`src/rtl/wb_spi_tgt.sv`:
```
// SPI target with a Wishbone data port. All SPI inputs are resynchronised into clk_i.
// The controller drives CS/SCK/SDI. The CPU loads one TX word per frame and reads the last RX word.
module wb_spi_tgt #(
  parameter int unsigned SYNC_STAGES = 2
) (
  input  logic        clk_i,
  input  logic        rst_in,
  input  logic        wb_spi_cyc_i,
  input  logic        wb_spi_stb_i,
  input  logic        wb_spi_we_i,
  output logic        wb_spi_ack_o,
  input  logic [31:0] wb_spi_dat_i,
  output logic [31:0] wb_spi_dat_o,
  input  logic [1:0]  size_i,
  input  logic        cpol_i,
  input  logic        cpha_i,
  output logic        rdy_o,
  output logic        valid_o,
  output logic        ovr_o,
  input  logic        spi_cs_i,
  input  logic        spi_sck_i,
  input  logic        spi_sdi_i,
  output logic        spi_sdo_o,
  output logic        spi_sdo_oe_o
);

  typedef enum logic [1:0] {StIdle, StAct, StDone} state_e;

  state_e                 state_q;
  logic [SYNC_STAGES-1:0] cs_sync, sck_sync, sdi_sync;
  logic                   cs_q, sck_q;
  logic [31:0]            tx_q;
  logic [30:0]            rx_shift_q;
  logic [31:0]            rx_q;
  logic [5:0]             cnt_q;
  logic                   cpol_q, cpha_q, first_q;
  logic [1:0]             size_q;
  logic                   valid_q, ovr_q;

  logic        cs_s, sck_s, sdi_s;
  logic        cs_fall, cs_rise, lead, trail;
  logic        rx_sample, tx_shift, last;
  logic        wr, rd;
  logic [5:0]  frame_bits;
  logic [31:0] rx_next;

  always_comb begin
    cs_s       = cs_sync[SYNC_STAGES-1];
    sck_s      = sck_sync[SYNC_STAGES-1];
    sdi_s      = sdi_sync[SYNC_STAGES-1];
    cs_fall    = cs_q & ~cs_s;
    cs_rise    = ~cs_q & cs_s;
    lead       = (sck_s != sck_q) && (sck_q == cpol_q);
    trail      = (sck_s != sck_q) && (sck_s == cpol_q);
    // cpha=1 holds the first bit through the first leading edge
    rx_sample  = cpha_q ? trail : lead;
    tx_shift   = cpha_q ? (lead & ~first_q) : trail;
    frame_bits = {1'b0, size_q, 3'b000} + 6'd8;
    last       = (cnt_q + 6'd1) == frame_bits;
    rx_next    = {rx_shift_q, sdi_s};
    wr         = wb_spi_cyc_i & wb_spi_stb_i & wb_spi_we_i;
    rd         = wb_spi_cyc_i & wb_spi_stb_i & ~wb_spi_we_i;
  end

  always_ff @(posedge clk_i) begin
    if (!rst_in) begin
      cs_sync    <= '1;
      sck_sync   <= {SYNC_STAGES{cpol_i}};
      sdi_sync   <= '0;
      cs_q       <= 1'b1;
      sck_q      <= cpol_i;
      state_q    <= StIdle;
      tx_q       <= '0;
      rx_shift_q <= '0;
      rx_q       <= '0;
      cnt_q      <= '0;
      cpol_q     <= cpol_i;
      cpha_q     <= 1'b0;
      size_q     <= '0;
      first_q    <= 1'b0;
      valid_q    <= 1'b0;
      ovr_q      <= 1'b0;
    end else begin
      cs_sync  <= {cs_sync[SYNC_STAGES-2:0], spi_cs_i};
      sck_sync <= {sck_sync[SYNC_STAGES-2:0], spi_sck_i};
      sdi_sync <= {sdi_sync[SYNC_STAGES-2:0], spi_sdi_i};
      cs_q     <= cs_s;
      sck_q    <= sck_s;
      if (wr) ovr_q <= 1'b0;
      if (rd) valid_q <= 1'b0;
      case (state_q)
        StIdle: begin
          if (wr) tx_q <= wb_spi_dat_i;
          if (cs_fall) begin
            state_q    <= StAct;
            cnt_q      <= '0;
            rx_shift_q <= '0;
            cpol_q     <= cpol_i;
            cpha_q     <= cpha_i;
            size_q     <= size_i;
            first_q    <= 1'b1;
          end
        end
        StAct: begin
          if (cs_rise) begin
            state_q <= StIdle;
            tx_q    <= '0;
          end else begin
            if (lead) first_q <= 1'b0;
            if (tx_shift) tx_q <= {tx_q[30:0], 1'b0};
            if (rx_sample) begin
              rx_shift_q <= rx_next[30:0];
              cnt_q      <= cnt_q + 6'd1;
              if (last) begin
                rx_q    <= rx_next;
                valid_q <= 1'b1;
                // a read in the same cycle consumes the old word, so no overrun
                if (valid_q && !rd) ovr_q <= 1'b1;
                state_q <= StDone;
              end
            end
          end
        end
        StDone: begin
          if (cs_rise) begin
            state_q <= StIdle;
            tx_q    <= '0;
          end
        end
        default: state_q <= StIdle;
      endcase
    end
  end

  assign wb_spi_ack_o = wb_spi_cyc_i & wb_spi_stb_i;
  assign wb_spi_dat_o = rx_q;
  assign rdy_o        = (state_q == StIdle);
  assign valid_o      = valid_q;
  assign ovr_o        = ovr_q;
  assign spi_sdo_o    = (state_q == StAct) & tx_q[31];
  assign spi_sdo_oe_o = ~cs_q;

endmodule
```
`config.mk`:
```
export PLATFORM = sky130hd
export DESIGN_NAME = wb_spi_tgt
export DESIGN_NICKNAME = d
export VERILOG_FILES = /design/src/rtl/wb_spi_tgt.sv
export SDC_FILE = /design/constraint.sdc
export NUM_CORES = 1
export LEC_CHECK = 0
export CORE_MARGIN = 2
export CORE_UTILIZATION = 57
export CTS_CLUSTER_DIAMETER = 150
export CTS_CLUSTER_SIZE = 30
export DETAILED_ROUTE_END_ITERATION = 16
export GPL_TIMING_DRIVEN = 1
export PLACE_DENSITY = 0.85
export SKIP_CTS_REPAIR_TIMING = 1
export SLEW_MARGIN = 0
export SYNTH_ARGS = -nofsm -noshare
export SYNTH_HDL_FRONTEND = slang
export SYNTH_SLANG_ARGS = --single-unit
```
`constraint.sdc`:
```
create_clock -name clk_i -period 2.9 [get_ports clk_i]
set_clock_uncertainty 0.1 [all_clocks]
set_input_delay 0.58 -clock clk_i [delete_from_list [all_inputs] [get_ports clk_i]]
set_output_delay 0.58 -clock clk_i [all_outputs]
set_load 0.05 [all_outputs]
```
==> impl_metrics.json <==
{
  "outcome": "finished, final reports clean",
  "fin_crit_sh_pct": 93.9,
  "dieWidth_um": 97.2,
  "cp_cell_sequence": "inv_1, ha_1, and2_1, dlymetal6s2s_1",
  "crit_required_ns": 2.22,
  "synth_edf_count": 1,
  "setup_viol": 0,
  "finish.utilization_pct": 74.4,
  "core_area_um2": 8590,
  "min_path_type": "reg2reg",
  "ys_seq_area_share_pct": 47.9,
  "nNetsFinal": 644,
  "period_minus_slack_ns": 2.72,
  "drt_iter0_markers": 220,
  "min_from": "cs_sync[0]$_SDFF_PN1_",
  "synth_top_flop_cell": "dfxtp_1",
  "grt_pass1_wl_um": 18800,
  "nFillCells": 541,
  "cap_violations": 0,
  "crit_path_end_kind": "output pin",
  "r2r_start": "size_q[0]$_SDFFE_PN0P_",
  "worstPathArrival_ns": 2.04,
  "dp_hpwl_um": 6870,
  "portBuffers": 81,
  "die_y_um": 97.2,
  "place_ws_ns": 0.335,
  "routed_wl_um": 11200,
  "path_class": "reg2out",
  "boundaryPins": 82,
  "worst_pin_slew_ns": 0.775,
  "drt-vias-per-instance": 5.74,
  "synth_area_per_cell_um2": 9.44,
  "critPathLaunchType": "register",
  "layout_commonest_cell": "dfxtp_1",
  "drc": 0,
  "gp_congestion": 0.782,
  "num_rows": 34,
  "tritoncts": "yes",
  "grt_max_degree": 58,
  "syn_inst": 525,
  "final_layout_size_suffix_gt1_share_pct": 11.7,
  "ant_nets": 0,
  "grt_pass1_vias": 4041,
  "dp_cells": 683,
  "relSlewSlack_pct": 48.3,
  "synthesis.nets": 575,
  "cp.buffers_inverters": 2,
  "instances_no_fill": 715,
  "antenna_found_initial": 0,
  "async_flop_share_pct": 0,
  "leakagePower_nw": 2.59,
  "routedWlPerCell_um": 15.6,
  "slowest_delay_ns": 0.46,
  "synth_warnings": 0,
  "holdPathStages": 1,
  "irDropWorstVdd_uv": 373,
  "diodes": 0,
  "max_freq_ghz": 0.367,
  "cpLargestDelayFamily": "buffers and inverters",
  "hold_violations": 0,
  "area_growth_pct": 29.0,
  "cts.path.max_buffers": 2,
  "ys_types": 52,
  "startpoint": "state_q[1]$_SDFFE_PN0P_",
  "clock_latency_ns": 0.52,
  "synth_area_um2": 4950,
  "setup_slack_ns": 0.177,
  "final_cell_mix": "dfxtp_1, nand2_1, clkdlybuf4s50_1",
  "htree_levels": 4,
  "rsz0062_at_grt": "no",
  "initial_core_util_pct": 57.6,
  "grt_overflow": 0,
  "cts_buffers": 17,
  "powerDensity_nw_per_um2": 708,
  "die_area_um2": 9450,
  "reg2regPathDepth": 7,
  "cts-root-buf": "clkbuf_8",
  "crit_path_max_fanout": 12,
  "r2r_end": "wb_spi_dat_o[31]$_SDFFE_PN0P_",
  "synth-seq-cells": 118,
  "reg2reg_slack_ns": 0.59,
  "cts_num_sinks": 118,
  "slew_violations": 0,
  "vias": 4105,
  "grt_usage_pct": 24.2,
  "dr.pass1.iters": 4,
  "hold_path_end": "cs_sync[1]$_SDFF_PN1_",
  "path_clk_slew_ns": 0.06,
  "critPathSlowestCell": "ha_1"
}
[worst max path at each step]
stage                       endpoint  slack, ns  cells past startpoint
6_report                   spi_sdo_o       0.18                      4
2_1_floorplan  cnt_q[1]$_SDFFE_PN0P_       0.66                      7
3_5_place_dp   tx_q[18]$_SDFFE_PN0P_       0.33                      7
3_3_place_gp               spi_sdo_o       0.42                      4
4_1_cts                    spi_sdo_o      -0.20                      4
5_1_grt                    spi_sdo_o       0.12                      4
[sequential cells by signal (all words and copies together) (netlist names)]
| signal | count |
|---|---|
| ovr_o | 1 |
| cs_q | 1 |
| cs_sync | 2 |
| sck_sync | 2 |
| wb_spi_dat_o | 32 |
| sdi_sync | 2 |
| size_q | 2 |
| cpha_q | 1 |
| cpol_q | 1 |
| rx_shift_q | 31 |
| valid_o | 1 |
| state_q | 2 |
| tx_q | 32 |
| sck_q | 1 |
| cnt_q | 6 |
| first_q | 1 |
[per-stage QoR]
stage                     cell area [um2]  total power [mW]  hold slack [ns]  setup TNS (ns)
after floorplan                      4950              2.24            0.286               0
after global placement               5770              2.37            0.291               0
after detailed placement             5770              2.40            0.309               0
after CTS                            6390              4.55            0.324          -0.269
after global routing                 6390              4.69            0.345               0
final                                6390              4.53            0.319               0
[report_power, final]
group / leakage (nW) / switching, mW / internal, mW / total, mW
clock: 0.296 / 0.787 / 1.36 / 2.14
combinational: 1.34 / 0.356 / 0.249 / 0.606
sequential: 0.960 / 0.0582 / 1.72 / 1.78
total: 2.59 / 1.20 / 3.32 / 4.53
[area by class of cell]
cell class	count	area (um2)	share of cell area [%]
sequential	118	2370	37.1
multi-input combinational	359	2340	36.6
timing repair buffer	90	901	14.1
clock buffer	18	428	6.70
clock inverter	14	186	2.92
tap	108	135	2.11
inverter	8	30.0	0.470
[layer usage]
layer  vias up  wire [um]  part of all wire [%]  track usage [%]
met5         -          0                     0                0
met4         0        317                   2.8             12.6
met3        29        566                   5.1             5.32
met2       131       5630                    50             42.0
met1      1966       4670                    42             28.0
li1       1979          -                     -                -
[cells in the mapped netlist, types with 5 or more instances]
cell type,instances,area [um2]
dfxtp_1,117,2340
inv_1,8,30.0
xnor2_1,6,52.6
mux2i_1,39,390
o22ai_1,31,194
ha_1,6,75.1
a21oi_1,38,190
a211oi_2,19,238
a211oi_1,15,113
clkbuf_1,20,75.1
nor2b_1,33,206
nor2_1,41,154
nand3_1,5,25.0
buf_2,10,50.1
nand3b_1,5,37.5
nand2_1,77,289
[cells by family after synthesis]
family	count (synthesis)	share of synthesized area, %
AO/OA/AOI/OAI	123	18.1
XOR/XNOR	9	1.74
adder cells (fa/ha/maj)	6	1.52
buffers and inverters	48	5.15
flip-flops	118	47.9
multiplexers	40	8.18
AND/OR/NAND/NOR	181	17.4
No activity file was read; power rests on OpenSTA's default activity.
